===== config.mk =====
export PLATFORM = sky130hd
export DESIGN_NAME = multdiv_scheduler_flat
export DESIGN_NICKNAME = d
export VERILOG_FILES = /design/src/rtl/multdiv_scheduler_if.sv /design/src/rtl/multdiv_scheduler.sv /design/src/flat_wrapper.sv
export SDC_FILE = /design/constraint.sdc
export NUM_CORES = 1
export LEC_CHECK = 0
export BUFFER_PORTS_ARGS = -buffer_cell sky130_fd_sc_hd__clkbuf_2
export CORE_MARGIN = 8
export CORE_UTILIZATION = 45
export CTS_CLUSTER_DIAMETER = 100
export CTS_CLUSTER_SIZE = 30
export DETAILED_ROUTE_END_ITERATION = 12
export GPL_ROUTABILITY_DRIVEN = 0
export HOLD_SLACK_MARGIN = 0.06
export PLACE_DENSITY = 0.79
export SLEW_MARGIN = 10
export SYNTH_ARGS = -nofsm -noshare
export SYNTH_HDL_FRONTEND = slang
export SYNTH_SLANG_ARGS = --single-unit

===== constraint.sdc =====
create_clock -name clock -period 1.73 [get_ports clock]
set_input_delay 0.2595 -clock clock [delete_from_list [all_inputs] [get_ports clock]]
set_output_delay 0.2595 -clock clock [all_outputs]
set_load 0.1 [all_outputs]

===== src/rtl/multdiv_scheduler_if.sv =====
// Bus between the multdiv scheduler and the rest of the core: the operand and
// result handshake with the multdiv unit, plus the shared register-file write port.
interface multdiv_scheduler_if;
    // scheduler -> multdiv unit
    logic [31:0] md_in0;
    logic [31:0] md_in1;
    logic        md_start_mul;
    logic        md_start_div;
    logic        md_clear;
    logic        md_timeout;
    // multdiv unit -> scheduler
    logic [31:0] md_result;
    logic        md_exception;
    logic        md_resultRDY;
    // register-file write port arbitration
    logic        wb_busy;
    logic        wb_we;
    logic [4:0]  wb_reg;
    logic [31:0] wb_data;

    modport master (
        output md_in0, md_in1, md_start_mul, md_start_div, md_clear, md_timeout,
        output wb_we, wb_reg, wb_data,
        input  md_result, md_exception, md_resultRDY, wb_busy
    );

    modport slave (
        input  md_in0, md_in1, md_start_mul, md_start_div, md_clear, md_timeout,
        input  wb_we, wb_reg, wb_data,
        output md_result, md_exception, md_resultRDY, wb_busy
    );
endinterface


===== src/rtl/multdiv_scheduler.sv =====
// Multdiv scheduler: issues one mult/div at a time to a multi-cycle unit, holds
// operands stable while it runs, buffers the result, and writes it back through
// the shared register-file port when the main pipeline leaves it free. Also
// raises DX stalls for structural and RAW hazards against the pending result.
module multdiv_scheduler #(
    parameter int TIMEOUT     = 63,
    parameter int RSTATUS_REG = 30
) (
    input  logic        clock,
    input  logic        reset,
    input  logic        isMul,
    input  logic        isDiv,
    input  logic [4:0]  rd_dx,
    input  logic [4:0]  rs_dx,
    input  logic [4:0]  rt_dx,
    input  logic        dx_writes,
    input  logic [31:0] rd_out0_dx,
    input  logic [31:0] rd_out1_dx,
    output logic        stall_dx,
    output logic        busy,
    multdiv_scheduler_if.master bus
);

    localparam logic [5:0] TIMEOUT_CNT = 6'(TIMEOUT);
    localparam logic [4:0] RSTATUS_IDX = 5'(RSTATUS_REG);

    typedef enum logic [1:0] {
        IDLE = 2'd0,
        BUSY = 2'd1,
        HOLD = 2'd2
    } state_t;

    // Exception code written to rstatus: 4 for a faulting mult, 5 for a div.
    function automatic logic [31:0] exc_code(input logic op_div);
        return op_div ? 32'd5 : 32'd4;
    endfunction

    state_t      state_q, state_d;
    logic [5:0]  cnt_q, cnt_d;
    logic [31:0] in0_q, in0_d;
    logic [31:0] in1_q, in1_d;
    logic [4:0]  rd_pend_q, rd_pend_d;
    logic        is_mult_q, is_mult_d;
    logic        is_div_q, is_div_d;
    logic [31:0] res_q, res_d;
    logic        exc_q, exc_d;

    logic issue_req;
    logic rdy_evt;
    logic to_evt;
    logic wr_needed;
    logic hazard;
    logic wb_fire;

    // Event decode shared by next-state and output logic
    always_comb begin
        issue_req = isMul | isDiv;
        rdy_evt   = (state_q == BUSY) && bus.md_resultRDY;
        // A result arriving on the last allowed cycle still wins over the abort.
        to_evt    = (state_q == BUSY) && !bus.md_resultRDY && (cnt_q == TIMEOUT_CNT);
        // Writes to r0 are dropped unless an exception redirects them to rstatus.
        wr_needed = exc_q || (rd_pend_q != 5'd0);
        hazard    = (rd_pend_q != 5'd0) &&
                    ((rs_dx == rd_pend_q) || (rt_dx == rd_pend_q) ||
                     (dx_writes && (rd_dx == rd_pend_q)));
        wb_fire   = !reset && (state_q == HOLD) && !bus.wb_busy && wr_needed;
    end

    // Next-state and datapath latch logic
    always_comb begin
        state_d   = state_q;
        cnt_d     = cnt_q;
        in0_d     = in0_q;
        in1_d     = in1_q;
        rd_pend_d = rd_pend_q;
        is_mult_d = is_mult_q;
        is_div_d  = is_div_q;
        res_d     = res_q;
        exc_d     = exc_q;
        case (state_q)
            IDLE: begin
                if (issue_req) begin
                    state_d   = BUSY;
                    cnt_d     = 6'd0;
                    in0_d     = rd_out0_dx;
                    in1_d     = rd_out1_dx;
                    rd_pend_d = rd_dx;
                    // Both opcode bits high is illegal; resolve it as a mult.
                    is_mult_d = isMul;
                    is_div_d  = isDiv & ~isMul;
                end
            end
            BUSY: begin
                cnt_d = cnt_q + 6'd1;
                if (rdy_evt) begin
                    res_d   = bus.md_result;
                    exc_d   = bus.md_exception;
                    state_d = HOLD;
                end else if (to_evt) begin
                    res_d   = 32'd0;
                    exc_d   = 1'b1;
                    state_d = HOLD;
                end
            end
            HOLD: begin
                // Leave once the write port is free, even if the write was suppressed.
                if (!bus.wb_busy) begin
                    state_d = IDLE;
                end
            end
            default: begin
                state_d = IDLE;
            end
        endcase
    end

    // State and buffer registers with synchronous reset
    always_ff @(posedge clock) begin
        if (reset) begin
            state_q   <= IDLE;
            cnt_q     <= 6'd0;
            in0_q     <= 32'd0;
            in1_q     <= 32'd0;
            rd_pend_q <= 5'd0;
            is_mult_q <= 1'b0;
            is_div_q  <= 1'b0;
            res_q     <= 32'd0;
            exc_q     <= 1'b0;
        end else begin
            state_q   <= state_d;
            cnt_q     <= cnt_d;
            in0_q     <= in0_d;
            in1_q     <= in1_d;
            rd_pend_q <= rd_pend_d;
            is_mult_q <= is_mult_d;
            is_div_q  <= is_div_d;
            res_q     <= res_d;
            exc_q     <= exc_d;
        end
    end

    // Outputs; everything that could launch work or a write is masked during reset
    always_comb begin
        busy             = (state_q != IDLE);
        bus.md_in0       = in0_q;
        bus.md_in1       = in1_q;
        // The counter is zero only on the first BUSY cycle, so it doubles as the start marker.
        bus.md_start_mul = !reset && (state_q == BUSY) && (cnt_q == 6'd0) && is_mult_q;
        bus.md_start_div = !reset && (state_q == BUSY) && (cnt_q == 6'd0) && is_div_q;
        bus.md_timeout   = !reset && to_evt;
        bus.md_clear     = reset || to_evt;
        bus.wb_we        = wb_fire;
        bus.wb_reg       = 5'd0;
        bus.wb_data      = 32'd0;
        if (wb_fire) begin
            if (exc_q) begin
                bus.wb_reg  = RSTATUS_IDX;
                bus.wb_data = exc_code(is_div_q);
            end else begin
                bus.wb_reg  = rd_pend_q;
                bus.wb_data = res_q;
            end
        end
        stall_dx = !reset && busy && (issue_req || hazard);
    end

endmodule


===== src/flat_wrapper.sv =====
// flat-port wrapper written by rule: the top's interface ports become plain ports
module multdiv_scheduler_flat 
#(
    parameter int TIMEOUT     = 63,
    parameter int RSTATUS_REG = 30
)
  (clock, reset, isMul, isDiv, rd_dx, rs_dx, rt_dx, dx_writes, rd_out0_dx, rd_out1_dx, stall_dx, busy, bus_md_in0, bus_md_in1, bus_md_start_mul, bus_md_start_div, bus_md_clear, bus_md_timeout, bus_wb_we, bus_wb_reg, bus_wb_data, bus_md_result, bus_md_exception, bus_md_resultRDY, bus_wb_busy);
  multdiv_scheduler_if bus_i ();
  input  logic clock;
  input  logic reset;
  input  logic isMul;
  input  logic isDiv;
  input  logic [4:0] rd_dx;
  input  logic [4:0] rs_dx;
  input  logic [4:0] rt_dx;
  input  logic dx_writes;
  input  logic [31:0] rd_out0_dx;
  input  logic [31:0] rd_out1_dx;
  output logic stall_dx;
  output logic busy;
  output wire logic [$bits(bus_i.md_in0)-1:0] bus_md_in0;
  output wire logic [$bits(bus_i.md_in1)-1:0] bus_md_in1;
  output wire logic [$bits(bus_i.md_start_mul)-1:0] bus_md_start_mul;
  output wire logic [$bits(bus_i.md_start_div)-1:0] bus_md_start_div;
  output wire logic [$bits(bus_i.md_clear)-1:0] bus_md_clear;
  output wire logic [$bits(bus_i.md_timeout)-1:0] bus_md_timeout;
  output wire logic [$bits(bus_i.wb_we)-1:0] bus_wb_we;
  output wire logic [$bits(bus_i.wb_reg)-1:0] bus_wb_reg;
  output wire logic [$bits(bus_i.wb_data)-1:0] bus_wb_data;
  input wire logic [$bits(bus_i.md_result)-1:0] bus_md_result;
  input wire logic [$bits(bus_i.md_exception)-1:0] bus_md_exception;
  input wire logic [$bits(bus_i.md_resultRDY)-1:0] bus_md_resultRDY;
  input wire logic [$bits(bus_i.wb_busy)-1:0] bus_wb_busy;
  assign bus_md_in0 = bus_i.md_in0;
  assign bus_md_in1 = bus_i.md_in1;
  assign bus_md_start_mul = bus_i.md_start_mul;
  assign bus_md_start_div = bus_i.md_start_div;
  assign bus_md_clear = bus_i.md_clear;
  assign bus_md_timeout = bus_i.md_timeout;
  assign bus_wb_we = bus_i.wb_we;
  assign bus_wb_reg = bus_i.wb_reg;
  assign bus_wb_data = bus_i.wb_data;
  assign bus_i.md_result = bus_md_result;
  assign bus_i.md_exception = bus_md_exception;
  assign bus_i.md_resultRDY = bus_md_resultRDY;
  assign bus_i.wb_busy = bus_wb_busy;
  multdiv_scheduler #(.TIMEOUT(TIMEOUT), .RSTATUS_REG(RSTATUS_REG)) u_core (.clock(clock), .reset(reset), .isMul(isMul), .isDiv(isDiv), .rd_dx(rd_dx), .rs_dx(rs_dx), .rt_dx(rt_dx), .dx_writes(dx_writes), .rd_out0_dx(rd_out0_dx), .rd_out1_dx(rd_out1_dx), .stall_dx(stall_dx), .busy(busy), .bus(bus_i));
endmodule

==> flow_metrics.py, run 1 <==
metrics = {
    "power_and_ir_drop": {
        "ir_worst_vdd_mv": 0.6230,
        "p_sw_share_pct": 38.89,
        "p_comb_share_pct": 32.1,
        "clockPowerShare_pct": 25.5,
        "p_total_mw": 6.806,
        "internal-power_mw": 4.159,
        "power.leakage_nw": 3.276,
        "switching_power_mw": 2.647,
        "seqPwrFrac_pct": 42.5,
        "power_density_nw_per_um2": 910.4,
    },
    "die": {
        "dieArea_um2": 13430,
        "start_util_pct": 46.15,
        "fp.dieH_um": 115.9,
        "io_pins": 227,
        "num_rows": 36,
        "core_um2": 9729,
        "die_width_um": 115.9,
    },
    "critical_path": {
        "worstPathArrival_ns": 1.93,
        "critPathMaxFanout": 6,
        "end_kind": "output pin",
        "startpoint_type": "flip-flop",
        "cp_data_required_time_ns": 1.47,
        "r2r_slack_ns": -0.11,
        "crit_type": "flip-flop to output pin",
    },
    "routing": {
        "vias": 4918,
        "m1WireLength_um": 6295,
        "wire_per_inst_um": 18.68,
        "drcViolationCount": 0,
        "dr_wl_met3_um": 1874,
        "dr.max_layer_used": "met4",
        "ant_nets": 0,
        "first_pass_iters": 5,
        "vias_per_cell": 5.237,
        "route.met2.wl_um": 8767,
        "routed_wl_um": 17550,
        "drt_iter0_drc": 294,
    },
    "placed_design": {
        "io_buffers": 226,
        "placed_area_um2": 6758,
        "dp_hpwl_um": 11500,
    },
    "worst_hold_path": {
        "min_path_type": "primary input to flip-flop",
    },
    "sta": {
        "rsz0062_at_grt": "true",
        "whs_ns": 0.09211,
        "worstMarginPinSlew_ns": 0.6125,
        "skew_ns": 0.009339,
        "fmax_mhz": 456.9,
        "fin_tns_setup_ns": -14.89,
        "finalHoldViolations": 0,
        "fin_crit_sh_pct": 126.5,
        "finalSetupViolations": 49,
        "slew-limit-headroom_pct": 59.17,
        "final.setup.worst_slack_ns": -0.4587,
        "period_minus_slack_ns": 2.189,
        "drv_slew": 0,
    },
    "global_routing": {
        "grt_pass1_vias": 5016,
        "grt_pass1_wl_um": 24520,
        "grt_overflow": 0,
        "antenna_found_initial": 0,
        "grt_use_total_pct": 23.02,
        "grt_max_degree": 63,
    },
    "synth": {
        "avgSynthCellArea_um2": 7.990,
        "yosys_register_bits": 112,
        "syn_inst": 562,
        "synth.distinct_cells": 36,
        "synthTopCellsByArea": "dfxtp_1 50%, nand2_1 12%, a21oi_1 8.5%, a22oi_1 5.5%, nor2_1 4.8%",
        "syn_area_um2": 4491,
        "synth_top_area_share_pct": 49.93,
        "synth_nets": 683,
        "yosys_warnings": 0,
        "yosysSeqAreaShare_pct": 49.93,
        "synth_area_leader_cell": "dfxtp_1",
    },
    "finish": {
        "fin_util_pct": 76.84,
        "nNetsFinal": 922,
        "final_cell_mix": "181 x clkbuf_2, 143 x nand2_1, 103 x dfxtp_1",
        "diodes": 0,
        "drive_above_1_share_pct": 48.14,
        "layout_commonest_cell": "clkbuf_2",
        "fin_area_um2": 7476,
        "areaGrowthSynthToFinish_pct": 66.48,
    },
    "flow_run": {
        "drv_cap": 0,
    },
    "clock_tree": {
        "cts_tree": "done",
        "cts.sinks": 112,
        "numCtsBuffers": 9,
        "cts-hold-fix-buffers": 0,
        "root_buffer": "clkbuf_8",
        "clock_latency_ns": 0.37,
        "cts_buffer_depth": 2,
        "htreeDepth": 3,
        "path_clk_slew_ns": 0.11,
    },
    "status": {
        "violations": "negative setup slack",
        "status": "finished, violations left",
    },
}
## flip-flops by register name (all words and copies together), names as in the netlist
signal and cells:
u_core.bus.md_in0 32, u_core.bus.md_in1 32, u_core.cnt_q 6, u_core.exc_q 1, u_core.is_div_q 1, u_core.is_mult_q 1, u_core.rd_pend_q 5, u_core.res_q 32
u_core.state_q 2
## power groups by stage
stage	sequential (mW)	clock, mW	combinational [mW]
finish	2.89	1.73	2.18
global route	2.91	1.88	2.30
CTS	2.88	1.75	2.06
detailed placement	2.93	0	2.02
global placement	2.92	0	1.98
floorplan	3.80	0	0.641
## cells by family (layout without fill, tap and decap cells)
kind of cell / count (synthesis) / after routing / synth area share, %
simple gates: 257 / 257 / 24.55
fa+ha+maj: 2 / 2 / 0.5572
mux: 2 / 2 / 0.4737
xor+xnor: 15 / 15 / 2.926
buf+inv: 54 / 298 / 5.628
flops: 112 / 112 / 49.93
compound gates: 120 / 120 / 15.94
## routing by layer
metal | vias to the layer above | GRT usage (%)
met4 | 0 | 9.853
met5 | - | 0
met3 | 51 | 8.859
li1 | 2317 | -
met2 | 256 | 39.61
met1 | 2294 | 24.66
## worst max-delay path, cell delays in order (launching register included)
cell	delay, ns
dfxtp_4	0.39
xor2_1	0.15
nor4_1	0.26
and3_1	0.21
o31ai_2	0.09
a211oi_4	0.25
buf_12	0.21
## worst paths after layout
path / start / to / depth (start not counted)
max: u_core.rd_pend_q[4] / stall_dx / 6
min: rd_out1_dx[14] / u_core.bus.md_in1[14] / 3
max reg2reg: u_core.cnt_q[1] / u_core.res_q[0] / 9
min reg2reg: u_core.bus.md_in1[18] / u_core.bus.md_in1[18] / 2
## repair_timing
action / 4_1_cts / 5_1_grt
setup buffers: 8 / 5
gates cloned: 2 / 5
pin swaps: 8 / 22
setup endpoints to repair: 44 / 107
resized for setup: 20 / 46
## through the flow
step                      cells  setup slack, ns
after global placement      904         -0.06947
after floorplan             562          -0.4447
after CTS                   930          -0.4806
after detailed placement    904          -0.1424
after global routing        939          -0.5551
final                       939          -0.4587
## final cells by class
type / instances / area [um^2]
multi-input combinational: 396 / 2456
timing repair buffer: 273 / 2338
sequential: 112 / 2261
fill: 619 / 2253
tap: 133 / 166.4
clock buffer: 10 / 127.6
clock inverter: 6 / 92.59
inverter: 9 / 33.78
## synthesized netlist by cell type (all sizes together)
cell type / number
nor4: 3
ha: 2
xnor2: 7
mux2i: 1
nor3: 4
o31ai: 2
nor2b: 1
o21ai: 5
dfxtp: 112
nand2b: 1
and3: 4
or3: 1
a22oi: 33
nand3b: 2
a211oi: 2
inv: 9
nand2: 143
nor2: 58
xor2: 8
and2: 32
a21oi: 76
nor4b: 1
clkbuf: 28
nand3: 6
mux2: 1
buf: 17
nand4: 1
a221oi: 2
(Power assumes the default switching activity.)
==> inputs of run 2 (changes only) <==
--- a/constraint.sdc
+++ b/constraint.sdc
@@ -3,2 +3,2 @@
 set_output_delay 0.2595 -clock clock [all_outputs]
-set_load 0.1 [all_outputs]
+set_load 0.005 [all_outputs]
==> run 2 against run 1 <==
Non-clock buffer count fell by 13. The run still ends with negative setup slack left. Design area fell by 14%. Total power decreased by 22%. Global-route usage down 3.5 points. Setup slack improved by 0.12 ns. Clock skew shrank 0.0012 ns. Register-to-register slack gained 0.08 ns. Final cell count decreased by 1.7%.
==> flow_metrics.py, run 2 (synthesis results as in run 1) <==
metrics = {
    "routing": {
        "drt_iter0_drc": 273,
        "dr.max_layer_used": "met4",
        "routed_wl_um": 14300,
        "ant_nets": 0,
        "m1WireLength_um": 5299,
        "vias_per_cell": 4.976,
        "first_pass_iters": 4,
        "dr_wl_met3_um": 1540,
        "drcViolationCount": 0,
        "vias": 4593,
        "route.met2.wl_um": 7140,
        "wire_per_inst_um": 15.49,
    },
    "power_and_ir_drop": {
        "internal-power_mw": 3.848,
        "switching_power_mw": 1.488,
        "power.leakage_nw": 2.976,
        "p_total_mw": 5.336,
        "clockPowerShare_pct": 25.6,
        "power_density_nw_per_um2": 829.6,
        "ir_worst_vdd_mv": 0.4821,
        "seqPwrFrac_pct": 53.9,
        "p_comb_share_pct": 20.5,
        "p_sw_share_pct": 27.88,
    },
    "worst_hold_path": {
        "hold_depth": 3,
        "min_path_type": "primary input to flip-flop",
    },
    "status": {
        "violations": "negative setup slack",
        "status": "finished, violations left",
    },
    "critical_path": {
        "end_kind": "output pin",
        "cp_data_required_time_ns": 1.47,
        "crit_chain": "xor2_1, nor4_1, and3_1, o31ai_4, a211oi_2, buf_2",
        "cp_top_family": "simple AND/OR/NAND/NOR gates",
        "critPathMaxFanout": 5,
        "cp.depth": 6,
        "ff2ff_path_depth": 8,
        "worstPathArrival_ns": 1.80,
        "startpoint_type": "flip-flop",
        "cpMaxStageDelayCell": "dfxtp_4",
        "crit_type": "flip-flop to output pin",
        "critPathBufInv": 1,
        "slowest_delay_ns": 0.38,
    },
    "global_routing": {
        "grt_overflow": 0,
        "antenna_found_initial": 0,
        "grt_use_total_pct": 19.48,
        "grt_pass1_vias": 4582,
        "grt_pass1_wl_um": 21120,
        "grt_max_degree": 116,
    },
    "clock_tree": {
        "root_buffer": "clkbuf_8",
        "cts_tree": "done",
        "cts.sinks": 112,
        "path_clk_slew_ns": 0.10,
        "numCtsBuffers": 9,
        "clock_latency_ns": 0.36,
        "htreeDepth": 3,
        "cts_buffer_depth": 2,
    },
    "finish": {
        "diodes": 0,
        "final_cell_mix": "218 x clkbuf_2, 142 x nand2_1, 101 x dfxtp_1",
        "areaGrowthSynthToFinish_pct": 43.22,
        "drive_above_1_share_pct": 42.03,
        "layout_commonest_cell": "clkbuf_2",
        "nNetsFinal": 909,
    },
    "sta": {
        "skew_ns": 0.008130,
        "drv_slew": 0,
        "finalHoldViolations": 0,
        "period_minus_slack_ns": 2.064,
        "finalSetupViolations": 59,
        "fin_tns_setup_ns": -8.280,
        "worstMarginPinSlew_ns": 0.4811,
        "final.setup.worst_slack_ns": -0.3339,
        "fin_crit_sh_pct": 119.3,
        "slew-limit-headroom_pct": 67.93,
        "fmax_mhz": 484.5,
        "rsz0062_at_grt": "true",
    },
    "die": {
        "dieArea_um2": 13430,
        "die_width_um": 115.9,
        "fp.dieH_um": 115.9,
        "io_pins": 227,
        "num_rows": 36,
        "start_util_pct": 46.15,
        "core_um2": 9729,
    },
    "flow_run": {
        "drv_cap": 0,
    },
    "placed_design": {
        "dp_hpwl_um": 10180,
        "io_buffers": 226,
    },
}
==> run 2: area by class of cell <==
class / count / area (um^2)
multi-input combinational: 396 / 2276
clock inverter: 1 / 5.005
fill: 816 / 3298
sequential: 112 / 2266
inverter: 9 / 36.28
timing repair buffer: 260 / 1526
clock buffer: 12 / 155.1
tap: 133 / 166.4
==> run 2: per-layer routing <==
| metal | vias up | GRT usage [%] |
|---|---|---|
| li1 | 2286 | - |
| met1 | 2098 | 20.83 |
| met2 | 182 | 34.14 |
| met3 | 27 | 8.077 |
| met4 | 0 | 6.050 |
| met5 | - | 0 |
==> run 2: timing repair <==
item | CTS | global route
endpoints found under the hold margin | 0 | 0
setup endpoints to repair | 44 | 48
gates cloned | 0 | 3
gates resized for setup | 22 | 66
pin swaps | 10 | 16
setup buffers | 5 | 5
hold buffers | 0 | 0
==> run 2: through the flow <==
step	hold WS (ns)	instance area (um^2)	worst slack (ns)	utilization, %	instances
after global placement	0.4402	5793	-0.04330	59.54	897
after detailed placement	0.4456	5793	-0.07752	59.54	897
after CTS	0.08979	6080	-0.3731	62.49	915
final	0.1117	6431	-0.3339	66.10	923
after global routing	0.08993	6431	-0.4571	66.10	923
after floorplan	0.3707	4491	0.1702	-	562
==> run 2: power groups by stage <==
| stage | sequential (mW) | clock (mW) | combinational (mW) |
|---|---|---|---|
| finish | 2.87 | 1.37 | 1.10 |
| global route | 2.90 | 1.53 | 1.22 |
| CTS | 2.87 | 1.40 | 1.01 |
| detailed placement | 2.92 | 0 | 0.969 |
| global placement | 2.91 | 0 | 0.939 |
| floorplan | 2.91 | 0 | 0.534 |
==> run 2: tightest hold or removal path, stage by stage <==
cell and delay (ns):
clkbuf_2 0.08, nand2_1 0.05, a21oi_1 0.05
==> run 2: final timing paths <==
| kind | from | endpoint | slack, ns |
|---|---|---|---|
| worst min register to register | u_core.bus.md_in1[11] | u_core.bus.md_in1[11] | 0.46 |
| worst max-delay path | u_core.rd_pend_q[4] | stall_dx | -0.33 |
| worst min-delay path | rd_out0_dx[13] | u_core.bus.md_in0[13] | 0.11 |
| worst max register to register | u_core.cnt_q[0] | u_core.res_q[24] | -0.03 |
==> inputs of run 3 (changes only) <==
CORE_MARGIN = 4   (was 8)
==> run 3 against run 2 <==
The flow still finishes with violations (negative setup slack). Sequential power barely moved. Final cell count rose by 0.65%. Clock skew down 0.0025 ns. Sequential cell count is the same. Critical endpoint unchanged. Largest power group unchanged. Highest routed layer unchanged.
==> flow_metrics.py, run 3 (synthesis results as in run 1) <==
metrics = {
    "finish": {
        "fin_util_pct": 69.51,
        "multi_input_area_um2": 2335,
        "final_cell_mix": "192 x clkbuf_2, 142 x nand2_1, 103 x dfxtp_1",
        "fill_cells": 786,
        "diodes": 0,
        "stdcell_count": 929,
        "drive_above_1_share_pct": 45.23,
        "areaGrowthSynthToFinish_pct": 50.60,
        "seq_area_um2": 2263,
        "nNetsFinal": 912,
        "layout_commonest_cell": "clkbuf_2",
    },
    "critical_path": {
        "worstPathArrival_ns": 1.80,
        "crit_type": "flip-flop to output pin",
        "cp_top_family": "simple AND/OR/NAND/NOR gates",
        "startpoint_type": "flip-flop",
        "end_kind": "output pin",
        "cpMaxStageDelayCell": "dfxtp_4",
        "critPathMaxFanout": 6,
        "crit_chain": "xor2_1, nor4_1, and3_1, o31ai_4, a211oi_2, buf_2",
        "cp_data_required_time_ns": 1.47,
        "slowest_delay_ns": 0.38,
        "critPathBufInv": 1,
    },
    "global_routing": {
        "grt_pass1_vias": 4469,
        "grt_use_total_pct": 21.38,
        "grt_overflow": 0,
        "grt_max_degree": 66,
        "antenna_found_initial": 0,
        "grt_pass1_wl_um": 20200,
    },
    "sta": {
        "finalHoldViolations": 0,
        "final.setup.worst_slack_ns": -0.3307,
        "fmax_mhz": 485.3,
        "slew-limit-headroom_pct": 56.35,
        "worstMarginPinSlew_ns": 0.6547,
        "fin_crit_sh_pct": 119.1,
        "whs_ns": 0.1047,
        "drv_slew": 0,
        "period_minus_slack_ns": 2.061,
        "skew_ns": 0.005638,
        "rsz0062_at_grt": "true",
        "finalSetupViolations": 75,
    },
    "flow_run": {
        "drv_cap": 0,
    },
    "worst_hold_path": {
        "min_path_type": "primary input to flip-flop",
    },
    "power_and_ir_drop": {
        "ir_worst_vdd_mv": 0.5889,
        "power.leakage_nw": 3.108,
        "switching_power_mw": 1.535,
        "internal-power_mw": 4.091,
        "power_density_nw_per_um2": 832.0,
        "p_sw_share_pct": 27.29,
        "p_total_mw": 5.627,
        "clockPowerShare_pct": 29.6,
        "seqPwrFrac_pct": 51.1,
        "p_comb_share_pct": 19.3,
    },
    "routing": {
        "wire_per_inst_um": 15.36,
        "vias_per_cell": 5.076,
        "routed_wl_um": 14270,
        "first_pass_iters": 4,
        "vias": 4716,
        "ant_nets": 0,
        "drt_iter0_drc": 254,
        "drcViolationCount": 0,
    },
    "die": {
        "num_rows": 36,
        "start_util_pct": 46.15,
        "core_um2": 9729,
        "io_pins": 227,
        "die_width_um": 107.9,
        "fp.dieH_um": 107.9,
        "dieArea_um2": 11640,
    },
    "status": {
        "violations": "negative setup slack",
        "status": "finished, violations left",
    },
    "clock_tree": {
        "cts_buffer_depth": 2,
        "cts_tree": "done",
        "cts.sinks": 112,
        "htreeDepth": 3,
        "root_buffer": "clkbuf_8",
        "clock_latency_ns": 0.36,
        "path_clk_slew_ns": 0.10,
        "numCtsBuffers": 9,
    },
    "placed_design": {
        "dp_hpwl_um": 9468,
        "io_buffers": 226,
        "dpl_worst_slack_ns": -0.07535,
        "placedCellCount": 898,
    },
}
-- run 3: changes by cell type in the layout (fill, tap and decap cells not counted), sizes merged --
cell	change
clkbuf	-22
bufinv	+1
buf	+27
-- run 3: worst paths after layout --
| kind | startpoint | depth (start not counted) | slack, ns | end |
|---|---|---|---|---|
| hold reg to reg | u_core.bus.md_in0[5] | 2 | 0.46 | u_core.bus.md_in0[5] |
| hold / removal | rd_out1_dx[23] | 3 | 0.10 | u_core.bus.md_in1[23] |
| setup / recovery | u_core.rd_pend_q[4] | 6 | -0.33 | stall_dx |
| setup reg to reg | u_core.cnt_q[1] | 8 | -0.14 | u_core.res_q[19] |
-- run 3: worst reg2reg max path: stages (launching register included) --
cell,delay [ns]
dfxtp_4,0.36
ha_4,0.16
and3_4,0.19
buf_6,0.11
and3_4,0.18
o21ai_4,0.33
clkbuf_16,0.27
a22oi_1,0.08
nor2_1,0.12
-- run 3: per-stage QoR --
stage	cell area (um^2)	setup TNS (ns)
final	6763	-11.77
after global routing	6763	-19.09
after global placement	5788	-0.8433
after detailed placement	5788	-0.1568
after CTS	6143	-10.36
after floorplan	4491	0
-- run 3: final cells by class --
class,instances,area share [%]
multi-input cells,396,34.52
flip-flops and latches,112,33.47
repair buffers,263,25.79
clock buffers,14,2.701
well taps,133,2.461
inverters,9,0.5365
clock inverters,2,0.5180
-- run 3: what timing repair did --
| item | in CTS | in global routing |
|---|---|---|
| buffers inserted | 4 | 5 |
| cloned | 0 | 6 |
| setup endpoints to repair | 45 | 57 |
| pin swaps | 7 | 42 |
| resized for setup | 26 | 120 |
| hold buffers | 0 | 0 |
-- run 3: power groups by stage --
| stage | registers (mW) | logic [mW] | clock network (mW) |
|---|---|---|---|
| after floorplan | 2.91 | 0.534 | 0 |
| after global placement | 2.91 | 0.932 | 0 |
| after detailed placement | 2.92 | 0.961 | 0 |
| after CTS | 2.87 | 1.00 | 1.72 |
| after global routing | 2.90 | 1.21 | 1.82 |
| final | 2.88 | 1.08 | 1.67 |
-- run 3: metal layers --
metal	share of wire, %	up-vias	GRT usage [%]
met5	0	-	0
met4	2.5	0	7.304
met3	8.9	34	6.839
met2	50	204	36.28
met1	38	2182	25.42
li1	-	2296	-
